[config.mk]
export PLATFORM = sky130hd
export DESIGN_NAME = arbitro_rr_flat
export DESIGN_NICKNAME = d
export VERILOG_FILES = /design/src/rtl/arbitro_rr_pkg.sv /design/src/rtl/arbitro_rr_if.sv /design/src/rtl/arbitro_rr_prio_enc.sv /design/src/rtl/arbitro_rr.sv /design/src/flat_wrapper.sv
export SDC_FILE = /design/constraint.sdc
export NUM_CORES = 1
export LEC_CHECK = 0
export ABC_CLOCK_PERIOD_IN_PS = 6060
export CORE_MARGIN = 3
export CORE_UTILIZATION = 46
export CTS_BUF_LIST = sky130_fd_sc_hd__clkbuf_16
export DETAILED_ROUTE_END_ITERATION = 10
export GPL_TIMING_DRIVEN = 0
export MAX_ROUTING_LAYER = met4
export PLACE_DENSITY_LB_ADDON = 0.2
export SYNTH_ARGS = -nofsm -noshare
export SYNTH_HDL_FRONTEND = slang
export SYNTH_HIERARCHICAL = 1
export SYNTH_SLANG_ARGS = --single-unit
[constraint.sdc]
create_clock -name clk -period 6.06 [get_ports clk]
set_input_delay 1.212 -clock clk [delete_from_list [all_inputs] [get_ports clk]]
set_output_delay 1.212 -clock clk [all_outputs]
set_load 0.02 [all_outputs]
[src/rtl/arbitro_rr_pkg.sv]
// Shared constants and helpers for the class-routing arbiter.
// The class of a word is its top CLASS_W bits; CLASS_W = log2(NUM_OUT).
package arbitro_pkg;

  localparam int WORD_SIZE_DEF = 12;
  localparam int NUM_IN_DEF    = 4;
  localparam int NUM_OUT_DEF   = 4;
  localparam int CNT_WIDTH_DEF = 5;

  // Width of an index into n items (at least 1 bit).
  function automatic int idx_w(input int n);
    return (n > 1) ? $clog2(n) : 1;
  endfunction

  function automatic int class_w(input int num_out);
    return idx_w(num_out);
  endfunction

  // Extracts the class field from a word of ws bits (ws <= 64).
  function automatic int unsigned class_of(input logic [63:0] word, input int ws, input int cw);
    logic [63:0] t;
    t = word >> (ws - cw);
    t = t & ((64'd1 << cw) - 64'd1);
    return 32'(t);
  endfunction

endpackage

[src/rtl/arbitro_rr_if.sv]
// Bundle between the ingress FIFO bank, the arbiter and the per-class output FIFOs.
// slave = arbiter side, master = the environment driving the FIFO status.
interface arbitro_rr_if #(
  parameter int WORD_SIZE = 12,
  parameter int NUM_IN    = 4,
  parameter int NUM_OUT   = 4,
  parameter int CNT_WIDTH = 5
);
  logic [NUM_IN*WORD_SIZE-1:0]  data_in;
  logic [NUM_IN-1:0]            fifo_empty;
  logic [NUM_OUT-1:0]           fifos_almost_full;
  logic                         fixed_prio;
  logic [NUM_IN-1:0]            pop;
  logic [NUM_OUT-1:0]           push;
  logic [WORD_SIZE-1:0]         data_out_arb;
  logic [NUM_OUT*CNT_WIDTH-1:0] cuenta;
  logic                         idle;

  modport slave (
    input  data_in, fifo_empty, fifos_almost_full, fixed_prio,
    output pop, push, data_out_arb, cuenta, idle
  );

  modport master (
    output data_in, fifo_empty, fifos_almost_full, fixed_prio,
    input  pop, push, data_out_arb, cuenta, idle
  );
endinterface

[src/rtl/arbitro_rr_prio_enc.sv]
// Combinational one-hot grant picker: round-robin from ptr, or lowest index when fixed.
module rr_priority_encoder
  import arbitro_pkg::*;
#(
  parameter int N = 4
) (
  input  logic [N-1:0]        req,
  input  logic [idx_w(N)-1:0] ptr,
  input  logic                fixed,
  output logic [N-1:0]        gnt,
  output logic                valid
);
  localparam int PW = idx_w(N);

  logic [PW-1:0] idx;

  always_comb begin
    gnt = '0;
    idx = '0;
    for (int k = 0; k < N; k++) begin
      idx = fixed ? PW'(k) : PW'((int'(ptr) + k) % N);
      if (gnt == '0 && req[idx]) gnt[idx] = 1'b1;
    end
  end

  assign valid = |req;

endmodule

[src/rtl/arbitro_rr.sv]
// Class-routing arbiter: pops one eligible input FIFO per cycle and pushes the word
// into the output FIFO selected by its class, counting transfers per class.
module arbitro_rr
  import arbitro_pkg::*;
#(
  parameter int WORD_SIZE = WORD_SIZE_DEF,
  parameter int NUM_IN    = NUM_IN_DEF,
  parameter int NUM_OUT   = NUM_OUT_DEF,
  parameter int CNT_WIDTH = CNT_WIDTH_DEF
) (
  input  logic        clk,
  input  logic        reset,
  arbitro_rr_if.slave bus
);
  localparam int CLASS_W = class_w(NUM_OUT);
  localparam int PW      = idx_w(NUM_IN);

  logic [WORD_SIZE-1:0]     word    [NUM_IN];
  logic [CLASS_W-1:0]       cls     [NUM_IN];
  logic [NUM_IN-1:0]        req;
  logic [NUM_IN-1:0]        gnt;
  logic                     gnt_valid;
  logic [PW-1:0]            gnt_idx;
  logic [CLASS_W-1:0]       gnt_cls;

  logic [PW-1:0]            ptr;
  logic [NUM_IN-1:0]        last_gnt;
  logic [NUM_IN-1:0]        pop_q;
  logic [NUM_OUT-1:0]       push_q;
  logic [WORD_SIZE-1:0]     data_q;
  logic                     idle_q;
  logic [CNT_WIDTH-1:0]     cnt     [NUM_OUT];
  logic [NUM_OUT*CNT_WIDTH-1:0] cnt_flat;

  // The input just granted is held off one cycle: its pop is still in flight,
  // so its FIFO head has not advanced yet.
  always_comb begin
    for (int i = 0; i < NUM_IN; i++) begin
      word[i] = bus.data_in[i*WORD_SIZE +: WORD_SIZE];
      cls[i]  = CLASS_W'(class_of(64'(word[i]), WORD_SIZE, CLASS_W));
      req[i]  = !bus.fifo_empty[i] && !bus.fifos_almost_full[cls[i]] && !last_gnt[i];
    end
  end

  rr_priority_encoder #(.N(NUM_IN)) u_enc (
    .req   (req),
    .ptr   (ptr),
    .fixed (bus.fixed_prio),
    .gnt   (gnt),
    .valid (gnt_valid)
  );

  always_comb begin
    gnt_idx = '0;
    for (int i = 0; i < NUM_IN; i++) begin
      if (gnt[i]) gnt_idx = PW'(i);
    end
  end

  assign gnt_cls = cls[gnt_idx];

  always_ff @(posedge clk or posedge reset) begin
    if (reset) begin
      ptr      <= '0;
      last_gnt <= '0;
      pop_q    <= '0;
      push_q   <= '0;
      data_q   <= '0;
      idle_q   <= 1'b1;
      for (int c = 0; c < NUM_OUT; c++) cnt[c] <= '0;
    end else begin
      last_gnt <= gnt;
      pop_q    <= gnt;
      idle_q   <= !gnt_valid;
      if (gnt_valid) begin
        push_q       <= NUM_OUT'(1) << gnt_cls;
        data_q       <= word[gnt_idx];
        cnt[gnt_cls] <= cnt[gnt_cls] + CNT_WIDTH'(1);
        // ptr is frozen in fixed-priority mode so round-robin resumes where it left off
        if (!bus.fixed_prio) begin
          if (gnt_idx == PW'(NUM_IN - 1)) ptr <= '0;
          else                            ptr <= gnt_idx + PW'(1);
        end
      end else begin
        push_q <= '0;
      end
    end
  end

  always_comb begin
    cnt_flat = '0;
    for (int c = 0; c < NUM_OUT; c++) cnt_flat[c*CNT_WIDTH +: CNT_WIDTH] = cnt[c];
  end

  assign bus.pop          = pop_q;
  assign bus.push         = push_q;
  assign bus.data_out_arb = data_q;
  assign bus.cuenta       = cnt_flat;
  assign bus.idle         = idle_q;

endmodule

[src/flat_wrapper.sv]
// flat-port wrapper written by rule: the top's interface ports become plain ports
module arbitro_rr_flat import arbitro_pkg::*;
#(
  parameter int WORD_SIZE = WORD_SIZE_DEF,
  parameter int NUM_IN    = NUM_IN_DEF,
  parameter int NUM_OUT   = NUM_OUT_DEF,
  parameter int CNT_WIDTH = CNT_WIDTH_DEF
)
  (clk, reset, bus_data_in, bus_fifo_empty, bus_fifos_almost_full, bus_fixed_prio, bus_pop, bus_push, bus_data_out_arb, bus_cuenta, bus_idle);
  arbitro_rr_if #(.WORD_SIZE(WORD_SIZE), .NUM_IN(NUM_IN), .NUM_OUT(NUM_OUT), .CNT_WIDTH(CNT_WIDTH)) bus_i ();
  input  logic clk;
  input  logic reset;
  input wire logic [$bits(bus_i.data_in)-1:0] bus_data_in;
  input wire logic [$bits(bus_i.fifo_empty)-1:0] bus_fifo_empty;
  input wire logic [$bits(bus_i.fifos_almost_full)-1:0] bus_fifos_almost_full;
  input wire logic [$bits(bus_i.fixed_prio)-1:0] bus_fixed_prio;
  output wire logic [$bits(bus_i.pop)-1:0] bus_pop;
  output wire logic [$bits(bus_i.push)-1:0] bus_push;
  output wire logic [$bits(bus_i.data_out_arb)-1:0] bus_data_out_arb;
  output wire logic [$bits(bus_i.cuenta)-1:0] bus_cuenta;
  output wire logic [$bits(bus_i.idle)-1:0] bus_idle;
  assign bus_i.data_in = bus_data_in;
  assign bus_i.fifo_empty = bus_fifo_empty;
  assign bus_i.fifos_almost_full = bus_fifos_almost_full;
  assign bus_i.fixed_prio = bus_fixed_prio;
  assign bus_pop = bus_i.pop;
  assign bus_push = bus_i.push;
  assign bus_data_out_arb = bus_i.data_out_arb;
  assign bus_cuenta = bus_i.cuenta;
  assign bus_idle = bus_i.idle;
  arbitro_rr #(.WORD_SIZE(WORD_SIZE), .NUM_IN(NUM_IN), .NUM_OUT(NUM_OUT), .CNT_WIDTH(CNT_WIDTH)) u_core (.clk(clk), .reset(reset), .bus(bus_i));
endmodule
== Word-level counts from Yosys, hierarchy flattened ==
Cells that the tools add are included.
Storage, ports and cells
  output and inout port bits: 41
  bits of input ports: 59
  word-level logic and storage cells: 120
  flip-flop bits (word level): 43
  RAM bits: 0
  bits in latches: 0
  memories: 0
  ROM bits: 0
Operators by class
  $lt $le $gt $ge: 15
  equality and inequality tests: 1
  mux-type cells: 49
  div/mod/pow operators: 0
  shifts and indexed selects: 1
  $mul: 0
  bitwise operators: 6
  add/subtract/negate cells: 5
  reduce and logical (&&, ||, !) cells: 34
Operators by type and width (count)
  $bmux W12 S2: 1
  $lt A2 B3 Y1 const B: 8
  $mux W12: 2
  $bwmux W20: 1
  $mux W4: 5
  $mux W2: 9
  $bmux W1 S2: 8
  $logic_and A1 B1 Y1: 16
  $mux W5: 3
  $logic_not A1 Y1: 13
  $mux W1: 13
  $logic_not A4 Y1: 3
  $or A4 B4 Y4: 3
  $bmux W5 S2: 1
  $demux W5 S2: 1
  $demux W1 S2: 4
  $ge A2 B1 Y1 const B: 4
  $ge A3 B3 Y1 const B: 2
  $not A2 Y3: 2
  $add A5 B1 Y5 const B: 1
  $add A2 B1 Y2 const B: 2
  $add A2 B2 Y2 const B: 2
  $bmux W2 S2: 1
  $reduce_or A4 Y1: 1
  other kinds (5): 5

== Logic depth before layout (Yosys ltp) ==
  depth in word-level cells: 30
  depth in mapped cells: 21
  mapped depth without buffers: 18

== By module ==
Netlist, hierarchy kept.
Modules (own cells, without submodules)
  arbitro_rr: area an instance 2448.6 µm², instances 1, cells an instance 278
  rr_priority_encoder: area an instance 510.5 µm², instances 1, cells an instance 66

== Worst setup path after synthesis ==
Ideal clock, no wire load.
  kind: in2reg
  from: in bus_data_in[46]
  to: reg u_core.cnt (netlist bit u_core/bus.cuenta[14])
  setup time: 0.125 ns
  data arrival time: 5.664 ns
  buffers on the path: 2
  setup slack: 0.271 ns
  stages on the path: 19
  data required time: 5.935 ns
  path through: mux2_2 a2111oi_0 nor2_1 a221oi_4 inv_1 o41a_1 o211ai_1 buf_6 mux2_4 o211ai_2 buf_4 nand3_1 a32o_1 inv_1 ha_1 inv_1 a221oi_2 a211o_1 nand3_1
On the way
  word-level cells in the longest chain between the ends: 30
  elaborated cells between the ends (all ways): 45
  those cells by class: add/sub (1); order compare (2); mux (26); bitwise (5); reduce/logical (11)
Ends and longest elaborated chain
  start: declaration: line flat_wrapper.sv:13  | input wire logic [$bits(bus_i.data_in)-1:0] bus_data_in;
  $bmux W1 S2 (*): line arbitro_rr.sv:41  | req[i] = !bus.fifo_empty[i] && !bus.fifos_almost_full[cls[i]] && !last_gnt[i];
  $mux W1 (not written as such) (*): line arbitro_rr.sv:41
  $logic_not A1 Y1 (*): line arbitro_rr.sv:41
  $logic_and A1 B1 Y1 (*) (2 in series): line arbitro_rr.sv:41
  via u_core.req[3]: line arbitro_rr.sv:20  | logic [NUM_IN-1:0] req;
  $bmux W1 S2: line arbitro_rr_prio_enc.sv:22  | if (gnt == '0 && req[idx]) gnt[idx] = 1'b1;
  $mux W1 (not written as such): line arbitro_rr_prio_enc.sv:22
  $mux W4: line arbitro_rr_prio_enc.sv:22
  [... 9 more ...]
  via u_core.gnt[1]: line arbitro_rr.sv:21  | logic [NUM_IN-1:0] gnt;
  [... 4 more ...]
  $bmux W2 S2 (*): line arbitro_rr.sv:60  | assign gnt_cls = cls[gnt_idx];
  $mux W2 (not written as such) (*) (2 in series): line arbitro_rr.sv:60
  $not A2 Y3 (not written as such) (*): line arbitro_rr.sv:78  | cnt[gnt_cls] <= cnt[gnt_cls] + CNT_WIDTH'(1);
  $bmux W5 S2 (tied with other cells): line arbitro_rr.sv:78
  $mux W5 (not written as such) or $logic_and A1 B1 Y1 (tied branches): line arbitro_rr.sv:78
  $mux W5 (not written as such): line arbitro_rr.sv:78
  $add A5 B1 Y5 or $demux W5 S2 (tied branches): line arbitro_rr.sv:78
  $bwmux W20 (*): line arbitro_rr.sv:78
  end signal: indexed assignment: line arbitro_rr.sv:78
  end: declaration: line arbitro_rr.sv:32  | logic [CNT_WIDTH-1:0] cnt [NUM_OUT];
Mark *: on every way through the listed nets, which the timed path passes. The rest lies on a longest branch. The select of a mux whose other input is x is not followed.
A chain may end at the register's enable or synchronous reset.

== Worst setup path in the final report ==
  from: in bus_data_in[10]
  to: reg u_core.cnt (netlist bit u_core/bus.cuenta[4])
Same word-level chain as after synthesis.

==> reports/qor.txt <==
routed vias: 3186
relative slew slack: 0.403
cell total after placement: 520
first-pass GRT wire length: 14900 µm
clock sink count: 43
fmax: 170 MHz
Final min period: 5.89 ns
Inserted Diodes: 0
share of the synthesized area in the top cell type: 0.355
gr usage total: 0.255
remaining antenna violation count after routing: 0
Setup violations, final: 0
Post-synth EDFFs: 0
die extent in y: 86.2 µm
status: complete, no violations
WS Path Type: input pin to register
CP arrival: 6.05 ns
vias in the first global route: 3075
# IOs: 100
top cells by area, synth: dfrtp_1 36%, a21oi_1 6.6%, mux2i_1 5.8%
commonest non-fill, non-tap cell in the layout: clkdlybuf4s50_1
Post-synth ARST share: 1.00
Max VDD drop: 0.392 mV
GRT busiest layer: met2
Rows: 28
clk_lat worst skew: 0.29 ns
htree depth: 2
GRT met3 Usage: 0.0361
Placement Cell Area: 4070 µm²
root buf cell: clkbuf_16
Mapped Nets: 404
Synth Register Bits: 43
Global Route met2 Usage: 0.403
Avg Cell Area, Syn: 8.60 µm²
total power draw: 2.40 mW
cell area after synthesis: 2960 µm²
total CTS buffers: 5
Yosys top cell by area: dfrtp_1
clock-pin slew on the worst setup and hold paths: 0.06 ns
setup_tns: 0 ns
router iterations before antenna repair: 5
Avg Vias per Cell: 5.99
Nets: 516
CP Launch Type: input pin
Fillers: 450
Synth Warn #: 6
CP Data Required Time: 6.22 ns
CP cell instances: clkdlybuf4s50_1, mux2_2, a2111oi_1, buf_4, nand3b_1, a21oi_2, o31ai_2, and2_4, o211ai_1, buf_6, mux2_4, o211ai_2, buf_4, nand3_1, a32o_2, inv_2, ha_1, inv_1, a221oi_4, a211o_1, nand3_1
Port Buffers: 99
overall die area: 7430 µm²
routability cong.: 0.994
final core occ: 0.720
Post-synth top flop: dfrtp_1
max_cap viols: 0
crit path max fanout: 10
Hold Crit Class: register to register
Static Leak: 1.84 nW
Routed WL per cell: 17.6 µm
total grt overflow: 0
library cells used by synthesis: 63
met1 usage: 0.352
Final Max Slew Viols: 0
final number of hold-violating endpoints: 0
Finished Cell Area: 4360 µm²
Crit path buffers/inverters: 6
synthesized instance count: 344
Tightest Pin Transition: 0.894 ns
CP max stage delay: 0.56 ns
DR DRC count: 0
commonest cells after routing, fill and taps aside: 98 x clkdlybuf4s50_1, 43 x nor2_1, 42 x dfrtp_1
pin count of the biggest net entering global routing: 44
DIE WIDTH: 86.2 µm
crit end category: register
initial antenna violation count: 0
sequential-to-total area share from yosys stat: 0.364
clock tree buffer depth: 2
slowest stage cell, crit path: clkdlybuf4s50_1
final wirelength: 9370 µm
final non-filler cell total: 532
DP HPWL: 6890 µm
Crit path max-delay family: compound AO/OA/AOI/OAI gates
share of cells above drive strength 1: 0.129
Core Area: 6060 µm²
P&R area growth vs syn: 47.4%
Final Cycle Share: 0.971
Worst Skew: 0.00764 ns
initial drt markers: 228
starting density of the core: 0.488
power per cell area: 550 nW/µm²
CTS tree: done
[layer usage]
layer / routed length [µm] / vias to the layer above
li1: - / 1490
met1: 4060 / 1517
met2: 4510 / 153
met3: 624 / 26
met4: 171 / 0
met5: 0 / -
[stage by stage]
stage / worst slack (ns) / hold slack (ns)
floorplan: 0.271 / 0.486
global placement: -1.44 / 0.462
detailed placement: -0.586 / 0.475
CTS: 0.0210 / 0.493
global route: -0.0747 / 0.498
finish: 0.175 / 0.487
[state kept, by name (all words and copies together) (netlist names)]
name                     count
u_core/bus.idle              1
u_core/bus.pop               4
u_core/bus.data_out_arb     12
u_core/bus.cuenta           20
u_core/bus.push              4
u_core/ptr                   2
[what timing repair did]
action	4_1_cts	5_1_grt
pin swaps	1	4
setup buffers	0	4
hold buffers	0	0
gates resized for setup	6	16
setup endpoints to repair	9	16
[cell families (layout without fill, tap and decap cells)]
| family | count (synthesis) | in the layout | synth area share |
|---|---|---|---|
| mux | 24 | 24 | 0.0854 |
| flops | 43 | 43 | 0.364 |
| compound gates | 102 | 102 | 0.250 |
| simple gates | 137 | 137 | 0.234 |
| xor+xnor | 1 | 1 | 0.00296 |
| fa+ha+maj | 1 | 1 | 0.00423 |
| buf+inv | 36 | 149 | 0.0592 |
[synth_stat cells (3+ instances only)]
library cell / number
nand3_1: 18
mux2i_1: 17
nor2_1: 43
and2_1: 3
o311ai_0: 4
buf_4: 3
a31oi_1: 5
a211o_1: 5
o21ai_0: 14
mux2_2: 6
inv_1: 16
or4_1: 5
a21oi_1: 39
clkbuf_1: 8
buf_2: 5
a2111oi_0: 4
buf_6: 3
nor3b_1: 3
nand2_1: 31
dfrtp_1: 42
nand4_1: 11
nand2b_1: 7
[report_power, final]
| part | switching [mW] | total, mW | internal, mW |
|---|---|---|---|
| combinational | 0.942 | 1.59 | 0.645 |
| sequential | 0.0931 | 0.515 | 0.422 |
| clock | 0.107 | 0.298 | 0.191 |
| total | 1.14 | 2.40 | 1.26 |
[layout make-up]
cell class | count | area, µm² | share of cell area
Buffer | 20 | 121 | 0.0278
Timing Repair Buffer | 105 | 1040 | 0.238
Multi-Input combinational cell | 265 | 1810 | 0.415
Sequential cell | 43 | 1080 | 0.247
Tap cell | 75 | 93.8 | 0.0215
Clock buffer | 5 | 125 | 0.0287
Clock inverter | 3 | 37.5 | 0.00861
Inverter | 16 | 60.1 | 0.0138
[worst paths after layout]
kind / from / end / slack [ns] / cells past startpoint
setup / recovery: bus_data_in[10] / u_core/bus.cuenta[4] / 0.17 / 21
hold / removal: u_core/bus.data_out_arb[10] / u_core/bus.data_out_arb[10] / 0.49 / 1
setup reg to reg: u_core/bus.pop[1] / u_core/bus.cuenta[4] / 1.78 / 19
hold reg to reg: u_core/bus.data_out_arb[10] / u_core/bus.data_out_arb[10] / 0.49 / 1
max in group asynchronous: reset / u_core/bus.pop[0] / 4.06 / 2
min in group asynchronous: reset / u_core/bus.cuenta[18] / 1.44 / 2
(Power assumes the default switching activity.)
